### src/rtl/multiplier_seq_pkg.sv
// multiplier_seq_pkg: shared encodings for the iterative RV32M multiplier
//   MUL_OP_*     operation encodings driven by the decoder on MULop
//   mul_state_t  FSM state encoding (MUL_STATE_IDLE/CALC/DONE)
//   op_rs1_signed / op_rs2_signed  operand signedness per operation
package multiplier_seq_pkg;

    localparam int MUL_OP_WIDTH = 3;

    localparam logic [MUL_OP_WIDTH-1:0] MUL_OP_MUL    = 3'd0;
    localparam logic [MUL_OP_WIDTH-1:0] MUL_OP_MULH   = 3'd1;
    localparam logic [MUL_OP_WIDTH-1:0] MUL_OP_MULHSU = 3'd2;
    localparam logic [MUL_OP_WIDTH-1:0] MUL_OP_MULHU  = 3'd3;

    typedef enum logic [1:0] {
        MUL_STATE_IDLE = 2'd0,
        MUL_STATE_CALC = 2'd1,
        MUL_STATE_DONE = 2'd2
    } mul_state_t;

    // Unknown encodings fall through as unsigned, i.e. behave as MULHU
    function automatic logic op_rs1_signed(input logic [MUL_OP_WIDTH-1:0] op);
        return op == MUL_OP_MUL || op == MUL_OP_MULH || op == MUL_OP_MULHSU;
    endfunction

    function automatic logic op_rs2_signed(input logic [MUL_OP_WIDTH-1:0] op);
        return op == MUL_OP_MUL || op == MUL_OP_MULH;
    endfunction

endpackage

### src/rtl/multiplier_seq.sv
// multiplier_seq: iterative shift-add multiplier for RV32M MUL/MULH/MULHSU/MULHU
//   clk        system clock, rising edge
//   resetn     asynchronous active-low reset
//   rs1        multiplicand (signed for MUL/MULH/MULHSU)
//   rs2        multiplier (signed for MUL/MULH)
//   MULop      operation select (MUL_OP_*)
//   mul_valid  request, held until mul_ready
//   rd         registered result, stable until the next accept
//   mul_ready  one-cycle strobe, rd valid this cycle
//   busy       high in CALC and DONE
module multiplier_seq
    import multiplier_seq_pkg::*;
#(
    parameter int WIDTH          = 32,
    parameter int BITS_PER_CYCLE = 1
) (
    input  logic                    clk,
    input  logic                    resetn,
    input  logic [WIDTH-1:0]        rs1,
    input  logic [WIDTH-1:0]        rs2,
    input  logic [MUL_OP_WIDTH-1:0] MULop,
    input  logic                    mul_valid,
    output logic [WIDTH-1:0]        rd,
    output logic                    mul_ready,
    output logic                    busy
);

    localparam int STEPS = WIDTH / BITS_PER_CYCLE;
    localparam int CNT_W = (STEPS > 1) ? $clog2(STEPS) : 1;

    mul_state_t              state, state_next;
    logic [2*WIDTH-1:0]      acc, mcand, pp, acc_next, prod;
    logic [WIDTH-1:0]        mplier, abs1, abs2;
    logic [CNT_W-1:0]        cnt;
    logic [MUL_OP_WIDTH-1:0] op;
    logic                    neg, s1, s2;

    // Sign conditioning: magnitudes are iterated, sign is reapplied at the end
    always_comb begin
        s1   = op_rs1_signed(MULop) && rs1[WIDTH-1];
        s2   = op_rs2_signed(MULop) && rs2[WIDTH-1];
        abs1 = s1 ? -rs1 : rs1;
        abs2 = s2 ? -rs2 : rs2;
    end

    always_comb begin
        pp = '0;
        for (int i = 0; i < BITS_PER_CYCLE; i++)
            if (mplier[i]) pp = pp + (mcand << i);
        acc_next = acc + pp;
        prod     = neg ? -acc_next : acc_next;
    end

    always_ff @(posedge clk or negedge resetn)
        if (!resetn) state <= MUL_STATE_IDLE;
        else         state <= state_next;

    always_comb
        state_next = (state == MUL_STATE_IDLE) ? (mul_valid ? MUL_STATE_CALC : MUL_STATE_IDLE) :
                     (state == MUL_STATE_CALC) ? ((cnt == '0) ? MUL_STATE_DONE : MUL_STATE_CALC) :
                                                 MUL_STATE_IDLE;

    always_comb begin
        mul_ready = state == MUL_STATE_DONE;
        busy      = state != MUL_STATE_IDLE;
    end

    always_ff @(posedge clk or negedge resetn) begin
        if (!resetn) begin
            acc    <= '0;
            mcand  <= '0;
            mplier <= '0;
            cnt    <= '0;
            op     <= '0;
            neg    <= 1'b0;
            rd     <= '0;
        end else if (state == MUL_STATE_IDLE && mul_valid) begin
            acc    <= '0;
            mcand  <= {{WIDTH{1'b0}}, abs1};
            mplier <= abs2;
            cnt    <= CNT_W'(STEPS - 1);
            op     <= MULop;
            neg    <= s1 ^ s2;
        end else if (state == MUL_STATE_CALC) begin
            acc    <= acc_next;
            mcand  <= mcand << BITS_PER_CYCLE;
            mplier <= mplier >> BITS_PER_CYCLE;
            cnt    <= (cnt == '0) ? cnt : cnt - 1'b1;
            // Result lands on the CALC->DONE edge so it is valid alongside mul_ready
            if (cnt == '0)
                rd <= (op == MUL_OP_MUL) ? prod[WIDTH-1:0] : prod[2*WIDTH-1:WIDTH];
        end
    end

endmodule

### config.mk
export PLATFORM = sky130hd
export DESIGN_NAME = multiplier_seq
export DESIGN_NICKNAME = d
export VERILOG_FILES = /design/src/rtl/multiplier_seq_pkg.sv /design/src/rtl/multiplier_seq.sv
export SDC_FILE = /design/constraint.sdc
export NUM_CORES = 1
export LEC_CHECK = 0
export CAP_MARGIN = 20
export CORE_UTILIZATION = 60
export DETAILED_ROUTE_END_ITERATION = 8
export DONT_BUFFER_PORTS = 1
export PLACE_DENSITY = 0.73
export SYNTH_ARGS = -nofsm -noshare
export SYNTH_HDL_FRONTEND = slang
export SYNTH_SLANG_ARGS = --single-unit
export TNS_END_PERCENT = 50
### constraint.sdc
create_clock -name clk -period 7.4 [get_ports clk]
set_clock_uncertainty 0.1 [all_clocks]
set_input_delay 1.85 -clock clk [delete_from_list [all_inputs] [get_ports clk]]
set_output_delay 1.85 -clock clk [all_outputs]
set_load 0.02 [all_outputs]
==> flow_metrics.env <==
export IMPL_avgSynthCellArea_um2=7.67
export IMPL_cts_tree="built"
export IMPL_antenna_found_initial=0
export IMPL_fin_crit_sh_pct=84.7
export IMPL_ys_ff_latch=203
export IMPL_synth_warnings=0
export IMPL_cellPowerDensity_mw_per_mm2=529
export IMPL_yosysUniqueCellTypes=109
export IMPL_min_path_type="reg -> reg"
export IMPL_async_reset_ff_share_pct=100
export IMPL_ios=104
export IMPL_clock_fmax_ghz=0.159
export IMPL_cp_slowest_cell="a2111oi_0"
export IMPL_p_leak_nw=7.27
export IMPL_synth_edf_count=0
export IMPL_total_power_mw=9.39
export IMPL_yosys_top_cells_area="dfrtp_1 (30%), nand2_1 (9.5%), o21ai_0 (5.4%)"
export IMPL_synthFlopType="dfrtp_1"
export IMPL_cts_path_max_buffers=3
export IMPL_ctsRootBufferMaster="clkbuf_16"
export IMPL_drt_total_wl_um=52300
export IMPL_gp_congestion=1.07
export IMPL_holdPathEnd="mplier[0]"
export IMPL_grt_max_degree=204
export IMPL_ys_seq_area_share_pct=30.2
export IMPL_drc=0
export IMPL_most_common_layout_cells="nand2_1 (424), dfrtp_1 (203), nor2_1 (185)"
export IMPL_crit_path_end_kind="flop"
export IMPL_yosysTopAreaCell="dfrtp_1"
export IMPL_crit_required_ns=7.68
export IMPL_status="finished, final reports clean"
export IMPL_io_buffers=0
export IMPL_reg2reg_setup_slack_ns=1.13
export IMPL_nFillCells=2396
export IMPL_fp_dieW_um=169
export IMPL_r2r_cells=17
export IMPL_worstMarginPinSlew_ns=1.08
export IMPL_die_area_mm2=0.0287
export IMPL_vias=16400
export IMPL_layout_drive_gt1_share_pct=6.65
export IMPL_dieHeight_um=169
export IMPL_grt_pass1_wl_um=82700
export IMPL_firstDrtPassIters=6
export IMPL_worstSkewPairLatency_ns=0.55
export IMPL_cpPeakStageDelay_ns=0.88
export IMPL_clkSinkCount=203
export IMPL_drv_cap=0
export IMPL_register_area_mm2=0.00508
export IMPL_nets=2245
export IMPL_rsz0062_at_grt="no"
export IMPL_reg2reg_from="mplier[0]"
export IMPL_path_clk_slew_ns=0.06
export IMPL_postRouteAntennaNets=0
export IMPL_cts_hold_fix_buffers=0
export IMPL_fp_row_count=60
export IMPL_synth_nets=2330
export IMPL_hold_depth=2
export IMPL_first_global_vias=15200
export IMPL_fin_tns_setup_ns=0
export IMPL_dp_hpwl_um=39000
export IMPL_slew_violations=0
export IMPL_worstSetupStartpointType="flop"
export IMPL_relSlewSlack_pct=26.1
export IMPL_utilization_pct=65.2
export IMPL_hold_start="mplier[1]"
export IMPL_synth_top_area_share_pct=30.2
export IMPL_path_max_fanout=33
export IMPL_finalHoldViolCount=0
export IMPL_syn_area_mm2=0.0168
export IMPL_grt_overflow_total=0
export IMPL_multi_input_area_mm2=0.0111
export IMPL_post_cts_buffers=0
export IMPL_core_area_mm2=0.0273
export IMPL_h_tree_depth=1
export IMPL_critPathArrivalTime_ns=6.55
export IMPL_syn2layout_area_growth_pct=5.63
export IMPL_setup_viol=0
export IMPL_synthCells=2191
export IMPL_final_common_cell="nand2_1"
export IMPL_drt_iter0_markers=1677
export IMPL_cts_made_buffers=24
export IMPL_start_util_pct=61.7
export IMPL_fin_crit_ns=6.27
export IMPL_cts_resized=0
export IMPL_post_drt_via_cell_ratio=6.56
export IMPL_r2r_end="rd[11]"
export IMPL_track_usage_pct=36.4
export IMPL_critPathKind="reg -> reg"
export IMPL_path_cells="buf_4, and2_1, ha_1, inv_1, fa_1, nand2b_1, a211oi_4, o21a_1, o21ai_0, a221oi_1, nand4_1, nor4_4, nand4b_1, nor3_1, o31ai_1, a2111oi_0, nor2_1"
export IMPL_wl_per_cell_um=21.0
export IMPL_vdd_drop_max_uv=286
kinds of logic (layout without fill, tap and decap cells):
| family | count (synthesis) | in the layout | share of synthesized area [%] |
|---|---|---|---|
| AO/OA/AOI/OAI | 637 | 637 | 25.4 |
| XOR/XNOR | 133 | 133 | 6.97 |
| adder cells (fa/ha/maj) | 69 | 69 | 5.18 |
| buffers and inverters | 161 | 91 | 3.79 |
| flip-flops | 203 | 203 | 30.2 |
| multiplexers | 10 | 10 | 0.640 |
| other | 0 | 1 | 0 |
| AND/OR/NAND/NOR | 978 | 978 | 27.8 |
synthesized netlist by cell type (6+ instances only):
cell type,count
ha_1,68
nor3_1,45
o21ai_0,182
xnor2_1,74
or4_1,7
nand4_1,34
nand3_1,73
a22o_1,17
dfrtp_1,203
or3_1,15
xor2_1,58
nor2_1,185
a31oi_1,79
a21o_1,20
and4_1,8
buf_2,17
a211oi_1,20
a21oi_2,8
and2_1,79
inv_1,28
o21ai_1,21
nor4_1,26
or2_2,9
nand3b_1,7
a211o_1,6
o21ai_2,6
a21oi_1,129
o41ai_1,6
o21a_1,10
nand2_1,425
o211ai_1,16
o31ai_1,24
nand2b_1,14
and3_1,9
mux2i_1,7
nor2b_1,6
clkbuf_1,107
buf_1,6
area by class of cell:
type	count	share of cell area (%)
clock buffers	30	3.68
flip-flops and latches	203	28.6
repair buffers	21	1.00
clock inverters	11	0.832
inverters	29	0.613
diodes	1	0.0141
multi-input cells	1827	62.6
well taps	372	2.62
state kept, by name, indices dropped and copies added (netlist names):
register / flops
acc: 64
rd: 32
state: 2
mcand: 64
cnt: 5
neg: 1
mplier: 32
op: 3
through the flow:
stage	hold slack [ns]	area (um^2)	cells	setup WS (ns)
floorplan	0.356	16800	2191	2.92
global placement	0.371	16900	2450	1.38
detailed placement	0.380	16900	2450	1.36
CTS	0.390	17700	2491	1.30
global route	0.419	17800	2493	0.690
finish	0.393	17800	2494	1.13
critical path: cells and delay by family, from the launching register on:
kind,cells,cell delay [ns]
flops,1,0.82
fa+ha+maj,2,0.54
buf+inv,2,0.45
compound gates,6,2.24
simple gates,7,1.93
how the worst max path moves through the flow:
| stage | depth (start not counted) | slack (ns) | to | from |
|---|---|---|---|---|
| after floorplan | 17 | 2.92 | rd[28] | mplier[0] |
| final | 17 | 1.13 | rd[11] | mplier[0] |
| after global routing | 17 | 0.69 | rd[11] | mplier[0] |
| after global placement | 17 | 1.38 | rd[11] | mplier[0] |
| after detailed placement | 17 | 1.36 | rd[11] | mplier[0] |
| after CTS | 17 | 1.30 | rd[11] | mplier[0] |
power breakdown:
| part | internal, mW | switching, mW | leakage, nW |
|---|---|---|---|
| Clock | 0.729 | 0.494 | 0.394 |
| Combinational | 1.99 | 4.13 | 4.43 |
| Sequential | 1.62 | 0.429 | 2.44 |
| Total | 4.34 | 5.05 | 7.27 |
per-layer routing:
metal	wire, um	track usage [%]	vias to the layer above
li1	-	-	7719
met1	22100	49.5	7769
met2	22900	56.6	739
met3	5030	7.37	140
met4	2240	14.9	0
met5	0	0	-
Power figures use the tool's default switching activity.
